--- config.mk ---
export PLATFORM = sky130hd
export DESIGN_NAME = buyruk_getirici
export DESIGN_NICKNAME = d
export VERILOG_FILES = /design/src/rtl/getir_paket.sv /design/src/rtl/getir_onbellek.sv /design/src/rtl/buyruk_getirici.sv
export SDC_FILE = /design/constraint.sdc
export NUM_CORES = 1
export LEC_CHECK = 0
export CORE_ASPECT_RATIO = 0.5
export CORE_UTILIZATION = 30
export CTS_CLUSTER_SIZE = 14
export DETAILED_ROUTE_END_ITERATION = 7
export PLACE_DENSITY = 0.69
export SLEW_MARGIN = 20
export SYNTH_ARGS = -nofsm -noshare
export SYNTH_HDL_FRONTEND = slang
export SYNTH_SLANG_ARGS = --single-unit
export TNS_END_PERCENT = 1
--- constraint.sdc ---
create_clock -name saat -period 2.2 [get_ports saat]
set_input_delay 0.44 -clock saat [delete_from_list [all_inputs] [get_ports saat]]
set_output_delay 0.44 -clock saat [all_outputs]
set_load 0.1 [all_outputs]
--- src/rtl/getir_paket.sv ---
// Shared definitions for the instruction-fetch stage: state codes, widths and the
// word-alignment check.
package getir_paket;

   localparam int unsigned VERI_W   = 32;
   localparam int unsigned SOZCUK_W = VERI_W - 2;
   localparam int unsigned DURUM_W  = 3;

   typedef logic [DURUM_W-1:0] durum_t;

   localparam durum_t BOSTA = 3'd0;
   localparam durum_t ISTEK = 3'd1;
   localparam durum_t BEKLE = 3'd2;
   localparam durum_t HAZIR = 3'd3;
   localparam durum_t HATA  = 3'd4;

   // Low PC bits of a word-aligned instruction address
   localparam logic [1:0] HIZALAMA_SIFIR = 2'b00;

   function automatic logic hizali_mi(input logic [1:0] alt_bitler);
      return alt_bitler == HIZALAMA_SIFIR;
   endfunction

endpackage

--- src/rtl/getir_onbellek.sv ---
// Direct-mapped instruction buffer for the fetch stage (used only when GETIR_ONBELLEK_EN
// is defined). Index is the low word-address bits, tag is the rest; lookup is
// combinational, fill and valid-clear are synchronous.
module getir_onbellek
   import getir_paket::*;
#(
   parameter int unsigned SATIR_SAYISI = 8
)(
   input  logic                saat,
   input  logic                reset,
   input  logic [SOZCUK_W-1:0] i_okuma_sozcuk,
   output logic                o_isabet_c,
   output logic [VERI_W-1:0]   o_veri_c,
   input  logic                i_yazma_en,
   input  logic [SOZCUK_W-1:0] i_yazma_sozcuk,
   input  logic [VERI_W-1:0]   i_yazma_veri
);

   localparam int unsigned IDX_W    = $clog2(SATIR_SAYISI);
   localparam int unsigned ETIKET_W = SOZCUK_W - IDX_W;

   logic [SATIR_SAYISI-1:0] r_gecerli;
   logic [ETIKET_W-1:0]     r_etiket [SATIR_SAYISI];
   logic [VERI_W-1:0]       r_veri   [SATIR_SAYISI];

   logic [IDX_W-1:0]    w_oku_idx;
   logic [ETIKET_W-1:0] w_oku_etiket;
   logic [IDX_W-1:0]    w_yaz_idx;
   logic [ETIKET_W-1:0] w_yaz_etiket;

   assign w_oku_idx    = i_okuma_sozcuk[IDX_W-1:0];
   assign w_oku_etiket = i_okuma_sozcuk[SOZCUK_W-1:IDX_W];
   assign w_yaz_idx    = i_yazma_sozcuk[IDX_W-1:0];
   assign w_yaz_etiket = i_yazma_sozcuk[SOZCUK_W-1:IDX_W];

   assign o_isabet_c = r_gecerli[w_oku_idx] && (r_etiket[w_oku_idx] == w_oku_etiket);
   assign o_veri_c   = r_veri[w_oku_idx];

   // Valid bits: cleared on reset, set on every fill
   always_ff @(posedge saat) begin
      if (reset) begin
         r_gecerli <= '0;
      end else if (i_yazma_en) begin
         r_gecerli[w_yaz_idx] <= 1'b1;
      end
   end

   // Tag and data arrays need no reset; valid bits guard them
   always_ff @(posedge saat) begin
      if (i_yazma_en) begin
         r_etiket[w_yaz_idx] <= w_yaz_etiket;
         r_veri[w_yaz_idx]   <= i_yazma_veri;
      end
   end

endmodule

--- src/rtl/buyruk_getirici.sv ---
// Instruction-fetch stage in front of the single-cycle core. Reads the word at
// program_sayaci + ADRES_TABANI over a valid/ready request and a valid response channel
// and presents it with a one-cycle buyruk_gecerli strobe. Errors (misaligned PC, bus
// error, timeout) are sticky until reset.
// Optional build macro: GETIR_ONBELLEK_EN adds a direct-mapped SATIR_SAYISI-entry buffer.
module buyruk_getirici
   import getir_paket::*;
#(
   parameter logic [VERI_W-1:0] ADRES_TABANI = 32'h0000_0000,
   parameter int unsigned       ZAMAN_ASIMI  = 64,
   parameter int unsigned       SATIR_SAYISI = 8
)(
   input  logic              saat,
   input  logic              reset,
   input  logic [VERI_W-1:0] program_sayaci,
   output logic [VERI_W-1:0] buyruk,
   output logic              buyruk_gecerli,
   output logic              buyruk_hata,
   output logic              bellek_istek_gecerli,
   input  logic              bellek_istek_hazir,
   output logic [VERI_W-1:0] bellek_adres,
   input  logic              bellek_yanit_gecerli,
   input  logic [VERI_W-1:0] bellek_yanit_veri,
   input  logic              bellek_yanit_hata
);

   localparam int unsigned SAYAC_W = $clog2(ZAMAN_ASIMI + 1);

   if (ZAMAN_ASIMI < 1 || SATIR_SAYISI < 2 ||
       (SATIR_SAYISI & (SATIR_SAYISI - 1)) != 0) begin : g_parametre_hatasi
      $error("buyruk_getirici: ZAMAN_ASIMI must be >=1 and SATIR_SAYISI a power of 2 >= 2");
   end

   durum_t             r_durum;
   durum_t             w_sonraki;
   logic [SAYAC_W-1:0] r_sayac;
   logic [VERI_W-1:0]  r_buyruk;

   logic              w_hizali;
   logic              w_zaman_doldu;
   logic              w_yanit_iyi;
   logic              w_isabet;
   logic [VERI_W-1:0] w_onbellek_veri;
   logic              w_istek_gecerli;
   logic [VERI_W-1:0] w_adres;
   logic              w_buyruk_gecerli;
   logic              w_buyruk_hata;

   assign w_hizali      = hizali_mi(program_sayaci[1:0]);
   assign w_zaman_doldu = (r_sayac == SAYAC_W'(ZAMAN_ASIMI - 1));
   assign w_yanit_iyi   = bellek_yanit_gecerli && !bellek_yanit_hata;

`ifdef GETIR_ONBELLEK_EN
   logic w_doldur;

   // Every error-free response fills the buffer; the PC is still the fetched one
   assign w_doldur = (r_durum == BEKLE) && w_yanit_iyi;

   getir_onbellek #(
      .SATIR_SAYISI (SATIR_SAYISI)
   ) u_onbellek (
      .saat           (saat),
      .reset          (reset),
      .i_okuma_sozcuk (program_sayaci[VERI_W-1:2]),
      .o_isabet_c     (w_isabet),
      .o_veri_c       (w_onbellek_veri),
      .i_yazma_en     (w_doldur),
      .i_yazma_sozcuk (program_sayaci[VERI_W-1:2]),
      .i_yazma_veri   (bellek_yanit_veri)
   );
`else
   assign w_isabet        = 1'b0;
   assign w_onbellek_veri = '0;
`endif

   // State register
   always_ff @(posedge saat) begin
      if (reset) begin
         r_durum <= BOSTA;
      end else begin
         r_durum <= w_sonraki;
      end
   end

   // Next-state logic; misalignment beats a buffer hit, a response beats the timeout
   always_comb begin
      w_sonraki = r_durum;
      case (r_durum)
         BOSTA: w_sonraki = ISTEK;
         ISTEK: begin
            if (!w_hizali) begin
               w_sonraki = HATA;
            end else if (w_isabet) begin
               w_sonraki = HAZIR;
            end else if (bellek_istek_hazir) begin
               w_sonraki = BEKLE;
            end
         end
         BEKLE: begin
            if (bellek_yanit_gecerli) begin
               w_sonraki = bellek_yanit_hata ? HATA : HAZIR;
            end else if (w_zaman_doldu) begin
               w_sonraki = HATA;
            end
         end
         HAZIR:   w_sonraki = ISTEK;
         HATA:    w_sonraki = HATA;
         default: w_sonraki = BOSTA;
      endcase
   end

   // Output decode; the request is held for as long as ISTEK waits for acceptance
   always_comb begin
      w_istek_gecerli  = 1'b0;
      w_adres          = '0;
      w_buyruk_gecerli = 1'b0;
      w_buyruk_hata    = 1'b0;
      case (r_durum)
         ISTEK: begin
            w_istek_gecerli = w_hizali && !w_isabet;
            w_adres         = program_sayaci + ADRES_TABANI;
         end
         HAZIR:   w_buyruk_gecerli = 1'b1;
         HATA:    w_buyruk_hata    = 1'b1;
         default: ;
      endcase
   end

   // Timeout counter and fetched-word register
   always_ff @(posedge saat) begin
      if (reset) begin
         r_sayac  <= '0;
         r_buyruk <= '0;
      end else begin
         if (r_durum == BEKLE) begin
            r_sayac <= r_sayac + SAYAC_W'(1);
         end else begin
            r_sayac <= '0;
         end
         if (r_durum == BEKLE && w_yanit_iyi) begin
            r_buyruk <= bellek_yanit_veri;
         end else if (r_durum == ISTEK && w_hizali && w_isabet) begin
            r_buyruk <= w_onbellek_veri;
         end
      end
   end

   assign buyruk               = r_buyruk;
   assign buyruk_gecerli       = w_buyruk_gecerli;
   assign buyruk_hata          = w_buyruk_hata;
   assign bellek_istek_gecerli = w_istek_gecerli;
   assign bellek_adres         = w_adres;

endmodule
==> flow_summary.yaml <==
power:
  internal-power_uw: 1610
  seqPwrFrac: 0.307
  p_comb_frac: 0.432
  power.density_nw_per_um2: 707
  p_switching_uw: 957
  clkPwrFrac: 0.261
  vdd_drop_max_v: 0.000395
  p_leak_uw: 0.00141
  sw_frac_of_total: 0.373
cts:
  ctsResizeCount: 0
  post_cts_buffers: 0
  clkLatencyLatePin_ns: 0.27
  cts_tree: "built"
  hold_buffers: 0
  clk_path_buf_depth: 2
  htree_levels: 2
  clkSinkCount: 42
  path_clk_slew_ns: 0.05
  clockRootBuffer: "clkbuf_16"
  cts_buffers: 5
sta:
  layout_setup_ws_ns: 0.149
  setup_viol: 0
  setup_tns_ns: 0
  slew_viol_final: 0
  timing.final.crit_share: 0.932
  rsz0062_at_grt: "no"
  finalClockSkew_ns: 0.00312
  fin_crit_ns: 2.05
  worst_pin_slew_ns: 0.506
  maxSlewHeadroom: 0.658
  max_freq_ghz: 0.488
  finalHoldViolations: 0
place:
  dp_hpwl_um: 4810
  dp_slack_ns: 0.316
  gp_congestion: 0.794
  numPortBuffers: 135
critical_path:
  crit_fanout: 33
  worstSetupEndpointType: "primary output"
  r2r_end: "buyruk[2]$_SDFFE_PP0P_"
  criticalPathCategory: "reg -> out"
  cp.required_ns: 1.76
  r2r-start: "r_durum[1]$_SDFFE_PP0P_"
  worst-r2r-setup-slack_ns: 0.55
  ff2ff_path_depth: 5
  cp.arrival_ns: 1.61
  worst_setup_path_start_kind: "register"
outcome:
  status: "complete, but fails checks"
  violations: "design-rule violations"
hold_path:
  hp-class: "reg -> reg"
  holdPathEnd: "buyruk[17]$_SDFFE_PP0P_"
  hold_depth: 2
  min_from: "buyruk[17]$_SDFFE_PP0P_"
run:
  drv_cap: 0
detailed_routing:
  ant_nets: 0
  vias: 2005
  vias_per_cell: 4.55
  drt-met1-wl_um: 2340
  wl_met3_um: 765
  route.detailed.drc: 2
  finalWirelength_um: 5970
  wl_per_cell_um: 13.5
  first_iter_violations: 53
  met2_length_um: 2800
  top_layer_used: "met4"
  dr.pass1.iters: 6
die:
  die-area_um2: 6420
  die_y_um: 57.1
  ioPinCount: 136
  die_w_um: 112
  core_um2: 5660
  row_count: 19
  initial_core_util: 0.322
logic_synthesis:
  avgSynthCellArea_um2: 7.76
  ys_types: 28
  yosysMostFrequentCell: "nand2_1"
  syn_inst: 235
  synth-edff-count: 0
  synth-async-reset-ratio: 0
  synth_common_cells: "69 x nand2_1, 42 x dfxtp_1, 34 x a21oi_1, 34 x and2_1, 11 x nor2_1"
  synth-seq-area-share: 0.461
  yosysWarnings: 0
  syn-cell-area_um2: 1820
  synth_fp_nets: 305
  yosys_register_bits: 42
  ys.flop_type: "dfxtp_1"
  synth_area_leader_cell: "dfxtp_1"
  synthTopCellsByArea: "dfxtp_1 46%, nand2_1 14%, and2_1 12%, a21oi_1 9.3%, buf_6 2.5%"
  synth_top_area_share: 0.461
finish:
  regArea_um2: 841
  diodes: 0
  fin_nets: 438
  multi_input_area_um2: 881
  synthToLayoutAreaGrowth_pct: 98.6
  num-fill-cells: 489
  drive_above_1_share: 0.228
global_route:
  grt_pass1_wl_um: 9490
  grt_antenna_before_repair: 0
  globalRouteTotalUtil: 0.190
  overflow: 0
  grt_pass1_vias: 2074
  grt_max_degree: 34
cells in the final DEF, fill, tap and decap left out, drive strengths merged, types with 2 or more instances in the layout:
master         netlist  routed
a21oi               34      34
and2                34      34
or3                  2       2
buf                  8      74
nand2b               3       3
nor3                 2       2
clkdlybuf4s50        0      68
clkbuf               8       7
nand2               69      69
or2                  2       2
nor2                12      12
xor2                 2       2
nand3                3       3
o21ai                3       3
dfxtp               42      42
through the flow:
| stage | hold WS [ns] | utilization | area, µm² | power, µW | cells |
|---|---|---|---|---|---|
| finish | 0.453 | 0.640 | 3620 | 2560 | 441 |
| CTS | 0.457 | 0.640 | 3620 | 2590 | 441 |
| global route | 0.478 | 0.640 | 3620 | 2650 | 441 |
| global placement | 0.439 | 0.617 | 3490 | 1910 | 434 |
| detailed placement | 0.449 | 0.617 | 3490 | 1910 | 434 |
| floorplan | 0.430 | - | 1830 | 1440 | 235 |
worst max path at each step:
stage                             from                   end  slack [ns]  depth (start not counted)
3_3_place_gp         program_sayaci[1]  bellek_istek_gecerli        0.32                          4
5_1_grt        r_durum[0]$_SDFFE_PP0P_  bellek_istek_gecerli        0.03                          4
4_1_cts        r_durum[0]$_SDFFE_PP0P_  bellek_istek_gecerli        0.14                          4
6_report       r_durum[0]$_SDFFE_PP0P_  bellek_istek_gecerli        0.15                          4
2_1_floorplan  r_durum[1]$_SDFFE_PP0P_      bellek_adres[11]       -0.03                          4
3_5_place_dp         program_sayaci[1]  bellek_istek_gecerli        0.32                          4
power by group through the flow:
stage	Clock [µW]	Sequential [µW]	Combinational, µW
2_1_floorplan	0	821	616
3_3_place_gp	0	801	1110
3_5_place_dp	0	803	1110
4_1_cts	688	786	1110
5_1_grt	724	788	1140
6_report	670	786	1110
critical path: stages, from the launching register on:
cell and delay (ns):
dfxtp_1 0.43, nor3b_2 0.20, buf_4 0.26, and2_1 0.25
buf_12 0.20
routing by layer:
layer,vias up,global-route usage
li1,1011,-
met1,921,0.201
met2,67,0.329
met3,6,0.108
met4,0,0.0571
met5,-,0
layout make-up:
| class | instances | share of cell area |
|---|---|---|
| sequential | 42 | 0.232 |
| inverter | 1 | 0.00104 |
| multi-input combinational | 176 | 0.243 |
| clock buffer | 7 | 0.0366 |
| timing repair buffer | 142 | 0.462 |
| tap | 73 | 0.0252 |
kinds of logic after synthesis:
logic type,after synthesis,synth area share
buffers and inverters,17,0.0597
DFF,42,0.461
xor gates and xnor gates,3,0.0144
and+or+nand+nor,131,0.340
AOI/OAI and AO/OA,41,0.118
adders and majority gates,1,0.00686
sequential cells by signal, summed over array words and instances (netlist names):
name	flops
buyruk	32
r_durum	3
r_sayac	7
Note: power is estimated with default switching activity, not from simulation.
==> variant, RTL diff (config.mk and constraints unchanged) <==
The package constant `VERI_W` goes from 32 to 24.
--- a/src/rtl/getir_paket.sv
+++ b/src/rtl/getir_paket.sv
@@ -4,3 +4,3 @@
 
-   localparam int unsigned VERI_W   = 32;
+   localparam int unsigned VERI_W   = 24;
    localparam int unsigned SOZCUK_W = VERI_W - 2;
Ports: changed (resized bellek_adres, bellek_yanit_veri, buyruk and program_sayaci); port bits go from 136 to 104. No check against the original RTL was run, so the function may have changed too.
==> variant against the original RTL <==
- routed wire length decreased by 31%
- clock power decreased by 36%
- critical path depth unchanged
- sequential cell count decreased by 8
- total power decreased by 25%
- design area decreased by 21%
- register-to-register slack got worse by 0.17 ns
- global-route usage decreased by 3.2 points
- worst hold slack improved by 0.0012 ns
- setup slack improved by 0.084 ns
- area after synthesis decreased by 19%
- combinational power decreased by 23%
- synthesized cell count decreased by 20%
- via count decreased by 22%
- largest cell class unchanged
- largest power group unchanged
==> variant: results (changes against the original RTL) <==
- Leak: 1.11 nW (was 1.41 nW)
- HP Start: buyruk[2] (was buyruk[17])
- Share of layout cells above drive strength 1: 23.4% (was 22.8%)
- Critical R2R Capture: buyruk[14] (was buyruk[2])
- Post-CTS Resized: 0 (unchanged)
- Setup slack, reg-to-reg: 0.38 ns (was 0.55 ns)
- M2 GR Usage: 25.6% (was 32.9%)
- Tot GR Track Use: 15.8% (was 19.0%)
- P&R area growth vs syn: 94.0% (was 98.6%)
- Post-DR vias/cell: 4.39 (was 4.55)
- First-pass GRT wire length: 6400 um (was 9490 um)
- Critical Path Max Stage Delay: 0.42 ns
- CTS buffer count: 5 (unchanged)
- Wire per inst: 11.5 um (was 13.5 um)
- Top cell family by delay on the critical path: simple AND/OR/NAND/NOR gates (was buffers and inverters)
- Fin nets: 346 (was 438)
- Seq/Total Area, Yosys: 45.9% (was 46.1%)
- Netlist cell types: 30 (was 28)
- Initial drt markers: 47 (was 53)
- Largest net degree at the start of global routing: 26 (was 34)
- Vias in the first global route: 1,434 (was 2,074)
- Status: complete, no violations (was finished with violations)
- M1 wire length: 1640 um (was 2340 um)
- Drt first pass iters: 4 (was 6)
- Detail Placement HPWL: 3340 um (was 4810 um)
- Filler cells: 393 (was 489)
- Worst clock skew: 0.00224 ns (was 0.00312 ns)
- Area contributors post-synth: dfxtp_1 46%, nand2_1 13%, and2_1 11% (was dfxtp_1 46%, nand2_1 14%, and2_1 12%)
- Critical Path Fanout Max: 25 (was 33)
- VDD IR-drop max: 0.000334 V (was 0.000395 V)
- RD Place Congestion: 0.758 (was 0.794)
- Commonest cells in the netlist: 52 x nand2_1, 34 x dfxtp_1, 26 x a21oi_1, 26 x and2_1, 9 x nor2_1 (was 69 x nand2_1, 42 x dfxtp_1, 34 x a21oi_1, 34 x and2_1, 11 x nor2_1)
- DP Worst Slack: 0.201 ns (was 0.316 ns)
- Met3 WL: 536 um (was 765 um)
- Worst-Margin Slew: 0.774 ns (was 0.506 ns)
- Met1 track demand over resource: 17.0% (was 20.1%)
- I/O Buffers: 103 (was 135)
- Hold Path End: buyruk[2] (was buyruk[17])
- Root Buffer: clkbuf_8 (was clkbuf_16)
- Worst-case reg-to-reg path depth: 4 (was 5)
- Metal2 WL: 1910 um (was 2800 um)
- Max FFs per register: 24 (was 32)
- Syn_nets: 242 (was 305)
- Global-route met3 utilization: 11.0% (was 10.8%)
- Antenna violations before repair: 0 (unchanged)
variant: cell types whose count changed in the layout (fill, tap and decap cells not counted), moves of 8 or more:
cell	before	now
nand2_1	69	52
clkdlybuf4s50_1	68	52
buf_4	39	28
a21oi_1	34	26
and2_1	33	25
dfxtp_1	42	34
variant: cell type report:
class	instances	area [um2]	area share, %
inverter	1	3.75	0.131
multi-input combinational	142	733	25.5
clock buffer	6	82.6	2.87
sequential	34	681	23.7
tap	66	82.6	2.87
timing repair buffer	108	1290	44.9
variant: worst max-delay path by stage:
stage | startpoint | to | slack (ns)
3_5_place_dp | bellek_yanit_hata | buyruk[14] | 0.20
2_1_floorplan | r_durum[1] | bellek_adres[13] | -0.05
5_1_grt | r_durum[0] | bellek_istek_gecerli | 0.12
3_3_place_gp | bellek_yanit_hata | buyruk[23] | 0.26
4_1_cts | r_durum[0] | bellek_istek_gecerli | 0.22
6_report | r_durum[0] | bellek_istek_gecerli | 0.23
variant: report_power, final:
part	switching, mW	internal [mW]	total (mW)
logic	0.523	0.327	0.850
registers	0.0128	0.626	0.638
clock network	0.188	0.241	0.429
variant: per-stage QoR:
step	cell area [um2]	utilization, %	std cells	hold WS [ns]
final	2870	62.8	357	0.455
after global routing	2870	62.8	357	0.480
after CTS	2870	62.8	357	0.455
after detailed placement	2790	61.0	351	0.447
after global placement	2790	61.0	351	0.433
after floorplan	1480	-	188	0.418
variant: cell families (layout without fill, tap and decap cells):
family | Yosys count | after routing | share of synthesized area (%)
adders and majority gates | 1 | 1 | 0.844
and+or+nand+nor | 104 | 104 | 34.1
xor gates and xnor gates | 3 | 3 | 1.77
AOI/OAI and AO/OA | 34 | 34 | 12.3
buffers and inverters | 12 | 115 | 4.98
DFF | 34 | 34 | 45.9
